## config.mk

```make
export PLATFORM = sky130hd
export DESIGN_NAME = id_exe_stage
export DESIGN_NICKNAME = d
export VERILOG_FILES = /design/src/rtl/mips_pkg.sv /design/src/rtl/id_exe_stage_fwd_mux.sv /design/src/rtl/id_exe_stage.sv
export SDC_FILE = /design/constraint.sdc
export NUM_CORES = 1
export LEC_CHECK = 0
export ABC_AREA = 1
export CAP_MARGIN = 30
export CORE_MARGIN = 10
export CORE_UTILIZATION = 34
export DETAILED_ROUTE_END_ITERATION = 8
export PLACE_DENSITY = 0.88
export SLEW_MARGIN = 10
export SYNTH_ARGS = -nofsm -noshare
export SYNTH_HDL_FRONTEND = slang
export SYNTH_SLANG_ARGS = --single-unit
```

## constraint.sdc

```tcl
create_clock -name clk -period 1 [get_ports clk]
set_input_delay 0.2 -clock clk [delete_from_list [all_inputs] [get_ports clk]]
set_output_delay 0.2 -clock clk [all_outputs]
set_load 0.05 [all_outputs]
```

## src/rtl/mips_pkg.sv

```systemverilog
// Shared definitions for the MIPS core: ALU command encodings, default
// datapath widths and the operand forward-select encoding.
package mips_pkg;

    localparam int DW_DEF = 32;
    localparam int RW_DEF = 5;

    localparam logic [3:0] ALU_ADD = 4'b0000;
    localparam logic [3:0] ALU_SUB = 4'b0010;
    localparam logic [3:0] ALU_AND = 4'b0100;
    localparam logic [3:0] ALU_OR  = 4'b0101;
    localparam logic [3:0] ALU_NOR = 4'b0110;
    localparam logic [3:0] ALU_XOR = 4'b0111;
    localparam logic [3:0] ALU_SLL = 4'b1000;
    localparam logic [3:0] ALU_SRA = 4'b1001;
    localparam logic [3:0] ALU_SRL = 4'b1010;

    typedef enum logic [1:0] {
        FWD_REG = 2'd0,
        FWD_MEM = 2'd1,
        FWD_WB  = 2'd2
    } fwd_sel_e;

endpackage

```

## src/rtl/id_exe_stage_fwd_mux.sv

```systemverilog
// Per-operand source select: the MEM result beats the WB value, which beats
// the value captured from the register file. Register 0 is never forwarded.
// When en is low the registered value is always used.
module fwd_mux
    import mips_pkg::*;
#(
    parameter int DW = DW_DEF,
    parameter int RW = RW_DEF
) (
    input  logic          en,
    input  logic [RW-1:0] src,
    input  logic [DW-1:0] reg_val,
    input  logic [RW-1:0] mem_dest,
    input  logic          mem_wb_en,
    input  logic [DW-1:0] mem_res,
    input  logic [RW-1:0] wb_dest,
    input  logic          wb_wb_en,
    input  logic [DW-1:0] wb_value,
    output logic [DW-1:0] val
);

    fwd_sel_e sel;

    // Pick the youngest producer that targets this operand.
    always_comb begin
        sel = FWD_REG;
        if (en && (src != '0)) begin
            if (mem_wb_en && (mem_dest == src)) begin
                sel = FWD_MEM;
            end else if (wb_wb_en && (wb_dest == src)) begin
                sel = FWD_WB;
            end
        end
    end

    // Steer the chosen source onto the operand.
    always_comb begin
        case (sel)
            FWD_MEM: val = mem_res;
            FWD_WB:  val = wb_value;
            default: val = reg_val;
        endcase
    end

endmodule

```

## src/rtl/id_exe_stage.sv

```systemverilog
// ID/EXE pipeline register with ALU operand selection and load-use detection.
// Build option ID_EXE_FWD_EN: when defined, operands are forwarded from MEM/WB;
// when undefined, operands come only from the register and any in-flight
// writer of a source register raises hazard_stall instead.
module id_exe_stage
    import mips_pkg::*;
#(
    parameter int DW = DW_DEF,
    parameter int RW = RW_DEF
) (
    input  logic          clk,
    input  logic          rst,
    input  logic          stall,
    input  logic          flush,
    input  logic [DW-1:0] id_pc,
    input  logic [DW-1:0] id_val1,
    input  logic [DW-1:0] id_val2,
    input  logic [DW-1:0] id_imm,
    input  logic [RW-1:0] id_src1,
    input  logic [RW-1:0] id_src2,
    input  logic [RW-1:0] id_dest,
    input  logic [3:0]    id_cmd,
    input  logic          id_imm_sel,
    input  logic          id_mem_r_en,
    input  logic          id_mem_w_en,
    input  logic          id_wb_en,
    input  logic [RW-1:0] mem_dest,
    input  logic          mem_wb_en,
    input  logic [DW-1:0] mem_res,
    input  logic [RW-1:0] wb_dest,
    input  logic          wb_wb_en,
    input  logic [DW-1:0] wb_value,
    output logic [DW-1:0] alu_a,
    output logic [DW-1:0] alu_b,
    output logic [3:0]    alu_cmd,
    output logic [DW-1:0] exe_st_val,
    output logic [DW-1:0] exe_pc,
    output logic [RW-1:0] exe_dest,
    output logic          exe_mem_r_en,
    output logic          exe_mem_w_en,
    output logic          exe_wb_en,
    output logic          exe_valid,
    output logic          hazard_stall
);

`ifdef ID_EXE_FWD_EN
    localparam logic FWD_ON = 1'b1;
`else
    localparam logic FWD_ON = 1'b0;
`endif

    logic [DW-1:0] pc_p0, val1_p0, val2_p0, imm_p0;
    logic [RW-1:0] src1_p0, src2_p0, dest_p0;
    logic [3:0]    cmd_p0;
    logic          imm_sel_p0;
    logic          vld_p0, mem_r_en_p0, mem_w_en_p0, wb_en_p0;
    logic [DW-1:0] fwd1, fwd2;
    logic          load_use;

    // ---- ID -> EXE boundary ----
    // Control fields: a flush turns the slot into a bubble that writes nothing.
    always_ff @(posedge clk or negedge rst) begin
        if (!rst) begin
            vld_p0      <= 1'b0;
            mem_r_en_p0 <= 1'b0;
            mem_w_en_p0 <= 1'b0;
            wb_en_p0    <= 1'b0;
        end else if (flush) begin
            vld_p0      <= 1'b0;
            mem_r_en_p0 <= 1'b0;
            mem_w_en_p0 <= 1'b0;
            wb_en_p0    <= 1'b0;
        end else if (!stall) begin
            vld_p0      <= 1'b1;
            mem_r_en_p0 <= id_mem_r_en;
            mem_w_en_p0 <= id_mem_w_en;
            wb_en_p0    <= id_wb_en;
        end
    end

    // Data fields: captured only on a real load; a bubble keeps stale data.
    always_ff @(posedge clk or negedge rst) begin
        if (!rst) begin
            pc_p0      <= '0;
            val1_p0    <= '0;
            val2_p0    <= '0;
            imm_p0     <= '0;
            src1_p0    <= '0;
            src2_p0    <= '0;
            dest_p0    <= '0;
            cmd_p0     <= ALU_ADD;
            imm_sel_p0 <= 1'b0;
        end else if (!flush && !stall) begin
            pc_p0      <= id_pc;
            val1_p0    <= id_val1;
            val2_p0    <= id_val2;
            imm_p0     <= id_imm;
            src1_p0    <= id_src1;
            src2_p0    <= id_src2;
            dest_p0    <= id_dest;
            cmd_p0     <= id_cmd;
            imm_sel_p0 <= id_imm_sel;
        end
    end

    fwd_mux #(.DW(DW), .RW(RW)) u_fwd_a (
        .en(FWD_ON), .src(src1_p0), .reg_val(val1_p0),
        .mem_dest(mem_dest), .mem_wb_en(mem_wb_en), .mem_res(mem_res),
        .wb_dest(wb_dest), .wb_wb_en(wb_wb_en), .wb_value(wb_value),
        .val(fwd1)
    );

    fwd_mux #(.DW(DW), .RW(RW)) u_fwd_b (
        .en(FWD_ON), .src(src2_p0), .reg_val(val2_p0),
        .mem_dest(mem_dest), .mem_wb_en(mem_wb_en), .mem_res(mem_res),
        .wb_dest(wb_dest), .wb_wb_en(wb_wb_en), .wb_value(wb_value),
        .val(fwd2)
    );

    assign alu_a        = fwd1;
    assign alu_b        = imm_sel_p0 ? imm_p0 : fwd2;
    assign exe_st_val   = fwd2;
    assign alu_cmd      = cmd_p0;
    assign exe_pc       = pc_p0;
    assign exe_dest     = dest_p0;
    assign exe_mem_r_en = mem_r_en_p0;
    assign exe_mem_w_en = mem_w_en_p0;
    assign exe_wb_en    = wb_en_p0;
    assign exe_valid    = vld_p0;

    assign load_use = vld_p0 & mem_r_en_p0 & (dest_p0 != '0) &
                      ((dest_p0 == id_src1) | (dest_p0 == id_src2));

`ifdef ID_EXE_FWD_EN
    assign hazard_stall = load_use;
`else
    // Without forwarding, any pending write to a source register must drain.
    logic exe_dep, mem_dep;
    assign exe_dep = vld_p0 & wb_en_p0 & (dest_p0 != '0) &
                     ((dest_p0 == id_src1) | (dest_p0 == id_src2));
    assign mem_dep = mem_wb_en & (mem_dest != '0) &
                     ((mem_dest == id_src1) | (mem_dest == id_src2));
    assign hazard_stall = load_use | exe_dep | mem_dep;
`endif

endmodule

```

==> results of run 1 <==
## power breakdown
part           total [mW]  switching (mW)  internal (mW)
clock network        6.96            2.46           4.50
logic                10.1            5.19           4.92
registers            7.26           0.750           6.51
total                24.3            8.39           15.9
## Yosys cell counts (all sizes together)
master  count
a21oi       2
buf        30
clkbuf      7
dfrtp     142
inv        57
nand2     423
nand3       6
nand4       1
nor2       16
o21ai      72
xnor2       4
xor2        1
## cell type report
| cell class | instances | area [µm²] | area share |
|---|---|---|---|
| clock buffer | 21 | 450 | 0.0350 |
| clock inverter | 11 | 190 | 0.0148 |
| inverter | 57 | 220 | 0.0171 |
| multi-input combinational | 525 | 2570 | 0.200 |
| sequential | 142 | 3610 | 0.280 |
| tap | 225 | 282 | 0.0219 |
| timing repair buffer | 409 | 5560 | 0.432 |
## layout by cell type, fill, tap and decap left out, types with 15 or more instances in the layout
cell type	n
dfrtp_2	40
o21ai_0	37
nand2_1	393
clkdlybuf4s50_1	156
clkbuf_16	17
nand2_2	26
buf_6	33
dfrtp_1	101
inv_2	15
buf_4	61
inv_1	39
buf_12	151
o21ai_4	32
## worst max-delay path by stage
stage                                       start      endpoint  slack [ns]  cells after the start
after CTS                 exe_dest[2]$_DFFE_PN0P_  hazard_stall       -0.79                      9
after detailed placement              mem_dest[4]  hazard_stall       -0.70                     10
after floorplan           exe_dest[3]$_DFFE_PN0P_  hazard_stall       -0.32                      8
after global placement                mem_dest[1]  hazard_stall       -0.64                     10
after global routing      exe_dest[2]$_DFFE_PN0P_  hazard_stall       -0.83                      9
final                     exe_dest[3]$_DFFE_PN0P_  hazard_stall       -0.77                      9
## sequential cells by signal, summed over array words and instances (netlist names)
register      cells
alu_cmd           4
val2_p0          32
exe_mem_r_en      1
exe_dest          5
exe_wb_en         1
exe_valid         1
val1_p0          32
imm_sel_p0        1
exe_mem_w_en      1
exe_pc           32
imm_p0           32
## worst reg2reg max path, cell delays in order (launching register included)
cell     delay, ns
dfrtp_4       0.54
buf_12        0.21
nand2_1       0.09
nand2_1       0.04
## metrics by stage
stage	cells	hold slack, ns
2_1_floorplan	761	-0.0956
3_3_place_gp	1315	0.120
3_5_place_dp	1315	0.125
4_1_cts	1373	0.244
5_1_grt	1390	0.257
6_report	1390	0.254
## routing by layer
metal | up-vias | part of all wire
met2 | 282 | 0.54
met3 | 54 | 0.081
li1 | 3084 | -
met4 | 0 | 0.035
met5 | - | 0
met1 | 3132 | 0.34
## cells by family after synthesis
logic type,after synthesis,synth area share
XOR/XNOR,5,0.00719
flip-flops,142,0.583
AO/OA/AOI/OAI,74,0.0608
buffers and inverters,94,0.0713
AND/OR/NAND/NOR,446,0.278
## timing repair
| item | CTS | global route |
|---|---|---|
| buffers inserted | 24 | 23 |
| resized for setup | 60 | 19 |
| hold endpoints to repair | 99 | 0 |
| hold buffers | 1 | 0 |
| pin swaps | 5 | 7 |
| endpoints found under the setup margin | 271 | 145 |
| cloned | 2 | 0 |
==> impl_metrics.csv, run 1 <==
group,metric,value,unit
timing,skew,0,ns
logic_synthesis,synth_nets,992,
placement,hpwl,19000,µm
timing,final.setup.tns,-46.64,ns
global_routing,grt_use_met3,0.0745,
logic_synthesis,synth_area_leaders,"dfrtp_1 58%, nand2_1 26%, o21ai_0 5.9%, inv_1 3.4%, buf_4 1.8%",
critical_path,crit_arrival,1.57,ns
logic_synthesis,ys_ff_latch,142,
critical_path,worst_path_most_repeated_cell,"nand2_1",
placement,gp_congestion,0.877,
clock_tree,clockBufferDepth,2,
critical_path,critical-path-max-stage-delay,0.41,ns
placement,dpl-instance-area,11600,µm²
floorplan,initial_core_util,0.350,
clock_tree,cts_tree,"done",
timing,finalWorstSetupSlack,-0.768,ns
timing,drv_slew,0,
clock_tree,cts_buffers,17,
outcome,violations,"setup timing",
routing,wl_per_cell,18.5,µm
job,cap_violations,0,
layout,utilization,0.740,
floorplan,die_h,154,µm
floorplan,core,17400,µm²
clock_tree,numClockSinks,142,
critical_path,required,0.80,ns
critical_path,path_max_fanout,4,
layout,fillers,1065,
placement,portBuffers,302,
layout,drive_gt1_frac,0.346,
layout,area_growth,111,%
routing,routed_wl,25800,µm
timing,max_freq,566,MHz
layout,stdcell_area,12900,µm²
logic_synthesis,yosysTopAreaCell,"dfrtp_1",
floorplan,ioPinCount,373,
timing,min_period_over_period,1.77,
critical_path,worst_r2r_startpoint,"imm_sel_p0$_DFFE_PN0P_",
critical_path,crit_path_top_delay_cell,"dfrtp_2",
clock_tree,clk_pin_slew_worst_paths,0.06,ns
global_routing,antenna_found_initial,0,
floorplan,fp-row-count,48,
floorplan,dieArea,23700,µm²
logic_synthesis,syn_area_per_cell,8.01,µm²
logic_synthesis,ys_types,16,
clock_tree,clkLatencyLatePin,0.41,ns
timing,setup_viol,142,
timing,slew_headroom,0.762,
timing,hold_violations,0,
critical_path,crit_chain,"inv_2 > nand2_1 > nand2_1 > nor2_2 > nand3_1 > nand2_1 > nand2_2 > nand2_4 > buf_12",
worst_hold_path,hold_path_class,"in -> async",
power,cellPowerDensity,1890,nW/µm²
logic_synthesis,yosysSeqAreaShare,0.583,
critical_path,crit_type,"reg -> out",
clock_tree,cts.htree.levels,4,
power,finalPower,24.3,mW
timing,period_minus_slack,1.77,ns
routing,drtIter0Drc,329,
power,peakVddDrop,1.22,mV
critical_path,critical_path.top_delay_family,"simple AND/OR/NAND/NOR gates",
layout,nNetsFinal,1383,
layout,num_antenna_cells,0,
critical_path,timing.rr.end,"imm_sel_p0$_DFFE_PN0P_",
critical_path,critPathLaunchType,"flip-flop",
clock_tree,cts_root_buf,"clkbuf_16",
timing,tightest_slew,0.357,ns
logic_synthesis,synth_cells,761,
global_routing,grt_pass1_vias,7026,
global_routing,grt_max_degree,58,
critical_path,critPathBufInv,2,
routing,vias,6552,
global_routing,use_met1,0.210,
logic_synthesis,synth_top_area_frac,0.583,
floorplan,die_x,154,µm
critical_path,cp-end-kind,"output port",
global_routing,grt-ovfl-total,0,
logic_synthesis,syn_area,6090,µm²
outcome,status,"complete, but fails checks",
global_routing,top_usage_layer,"met2",
timing,rsz0062_at_grt,"yes",
routing,detail_route.first_pass.iterations,5,
global_routing,grt_use_total,0.210,
placement,place_ws,-0.697,ns
routing,viasPerCell,4.71,
global_routing,grt_pass1_wl,39600,µm
global_routing,grt_use_met2,0.383,
routing,drc,0,
power,p_leak,6.22,nW
critical_path,rrSetupSlack,0.02,ns
logic_synthesis,yosys_warnings,0,
critical_path,reg2reg_depth,3,
routing,ant_nets,0,
Note: power is estimated with default switching activity, not from simulation.
==> inputs of run 2 (changes only) <==
- CORE_UTILIZATION: 34 -> 37
- PLACE_DENSITY: 0.88 -> 0.9
- clock period: 1 -> 1.9 ns (I/O delays scaled with it)
==> run 2 against run 1 <==
Compared with the run above:
- via count is 9.6% lower
- highest routed layer unchanged
- power down 56%
- critical endpoint unchanged
- the flow still finishes with violations (setup timing)
- core utilization shrank 9.7 points
- sequential share of layout area increased by 6.6 points
==> impl_metrics.csv, run 2 (synthesized netlist as in run 1, its figures left out) <==
group,metric,value,unit
outcome,violations,"setup timing",
timing,hold_slack,0.455,ns
timing,period_minus_slack,2.00,ns
layout,area_growth,68.6,%
timing,skew,0,ns
global_routing,grt_pass1_vias,6080,
timing,tightest_slew,0.524,ns
outcome,status,"complete, but fails checks",
routing,detail_route.first_pass.iterations,4,
clock_tree,clk_pin_slew_worst_paths,0.06,ns
global_routing,grt-ovfl-total,0,
timing,min_period_over_period,1.05,
global_routing,grt_use_total,0.193,
job,cap_violations,0,
critical_path,critical-path-max-stage-delay,0.52,ns
power,cellPowerDensity,1050,nW/µm²
floorplan,die_h,148,µm
floorplan,dieArea,22000,µm²
timing,rsz0062_at_grt,"yes",
critical_path,path_max_fanout,3,
layout,utilization,0.642,
timing,finalWorstSetupSlack,-0.0961,ns
placement,portBuffers,302,
critical_path,required,1.52,ns
clock_tree,cts_buffers,17,
floorplan,fp-row-count,46,
routing,wl_per_cell,17.2,µm
layout,drive_gt1_frac,0.193,
timing,drv_slew,0,
critical_path,critical_path.top_delay_family,"buffers and inverters",
layout,final_cell_mix,"421 x nand2_1, 146 x clkdlybuf4s50_1, 140 x dfrtp_1",
placement,dpl-instance-area,9500,µm²
routing,drc,0,
clock_tree,clockBufferDepth,2,
floorplan,ioPinCount,373,
clock_tree,numClockSinks,142,
critical_path,critPathLaunchType,"input port",
clock_tree,clkLatencyLatePin,0.41,ns
layout,final_common_cell,"nand2_1",
floorplan,die_x,148,µm
timing,slew_headroom,0.652,
critical_path,cp-end-kind,"output port",
critical_path,worst_path_most_repeated_cell,"nand2_1",
timing,max_freq,501,MHz
routing,vias,5921,
global_routing,grt_max_degree,69,
placement,gp_congestion,0.853,
critical_path,critPathBufInv,3,
layout,nNetsFinal,1297,
critical_path,crit_chain,"clkdlybuf4s50_1 > inv_1 > nand2_1 > nand2_1 > nor2_1 > nand3_1 > nand2_1 > nand2_1 > nand2_2 > buf_12",
global_routing,grt_pass1_wl,33500,µm
clock_tree,cts_tree,"done",
critical_path,crit_type,"in -> out",
worst_hold_path,hold_path_class,"in -> async",
power,p_leak,5.27,nW
layout,stdcell_area,10300,µm²
routing,viasPerCell,4.57,
routing,drtIter0Drc,302,
power,peakVddDrop,0.603,mV
routing,routed_wl,22300,µm
timing,hold_violations,0,
timing,setup_viol,1,
routing,ant_nets,0,
critical_path,crit_path_top_delay_cell,"clkdlybuf4s50_1",
layout,fillers,1290,
critical_path,crit_arrival,1.62,ns
floorplan,initial_core_util,0.381,
clock_tree,cts_root_buf,"clkbuf_16",
clock_tree,cts.htree.levels,4,
placement,hpwl,16700,µm
placement,place_ws,-0.184,ns
global_routing,antenna_found_initial,3,
floorplan,core,16000,µm²
[run 2: cell count changes in the layout (fill, tap and decap cells not counted), sizes merged, moves of 2 or more]
| cell | previous run | this run |
|---|---|---|
| diode | 0 | 2 |
| bufbuf | 2 | 0 |
| buf | 247 | 140 |
| clkinv | 5 | 9 |
| bufinv | 5 | 2 |
| clkdlybuf4s50 | 156 | 146 |
| dlygate4sd2 | 2 | 34 |
[run 2: layout make-up]
cell class                 count  area, µm²  share of cell area
inverter                      57        215              0.0209
clock inverter                11        119              0.0116
timing repair buffer         323       3390               0.330
multi-input combinational    525       2270               0.221
tap                          216        270              0.0263
antenna                        2       5.00            0.000487
sequential                   142       3560               0.346
clock buffer                  20        447              0.0435
[run 2: worst paths after layout]
| check | start | to | slack (ns) | depth (start not counted) |
|---|---|---|---|---|
| worst max-delay path | id_src2[4] | hazard_stall | -0.1 | 10 |
| worst min register to register | imm_p0[13]$_DFFE_PN0P_ | imm_p0[13]$_DFFE_PN0P_ | 0.47 | 2 |
| max in group asynchronous | rst | imm_p0[10]$_DFFE_PN0P_ | 0.85 | 3 |
| worst max register to register | imm_sel_p0$_DFFE_PN0P_ | imm_sel_p0$_DFFE_PN0P_ | 0.93 | 3 |
| min in group clk | imm_p0[13]$_DFFE_PN0P_ | imm_p0[13]$_DFFE_PN0P_ | 0.47 | 2 |
| worst min-delay path | rst | val2_p0[9]$_DFFE_PN0P_ | 0.46 | 2 |
[run 2: repair_timing]
| item | in CTS | in global routing |
|---|---|---|
| gates cloned | 0 | 2 |
| setup endpoints to repair | 34 | 17 |
| setup buffers | 1 | 1 |
| hold endpoints to repair | 30 | 0 |
| hold buffers | 1 | 0 |
| pin swaps | 1 | 7 |
| resized for setup | 49 | 42 |
[run 2: metal layers]
| metal | GRT usage | wire [µm] |
|---|---|---|
| met4 | 0.0719 | 581 |
| met3 | 0.0652 | 1560 |
| met2 | 0.340 | 11700 |
| met1 | 0.211 | 8480 |
| met5 | 0 | 0 |
[run 2: power breakdown]
group          switching (mW)  leakage [nW]  internal, mW
clock                    1.27         0.279          1.95
combinational            2.48          3.24          1.45
sequential              0.229          1.75          3.40
total                    3.98          5.27          6.80
[run 2: worst reg2reg max path: stages, from the launching register on]
cell and delay [ns]:
dfrtp_2 0.48, buf_6 0.28, nand2_1 0.08, nand2_1 0.07
[run 2: per-stage QoR]
step / TNS, ns / total power, mW / std cells
final: -0.0961 / 10.8 / 1296
after global routing: -0.263 / 11.2 / 1295
after CTS: -0.0825 / 10.7 / 1291
after detailed placement: -0.184 / 7.52 / 1258
after global placement: -0.123 / 7.44 / 1258
after floorplan: -3.16 / 5.73 / 761
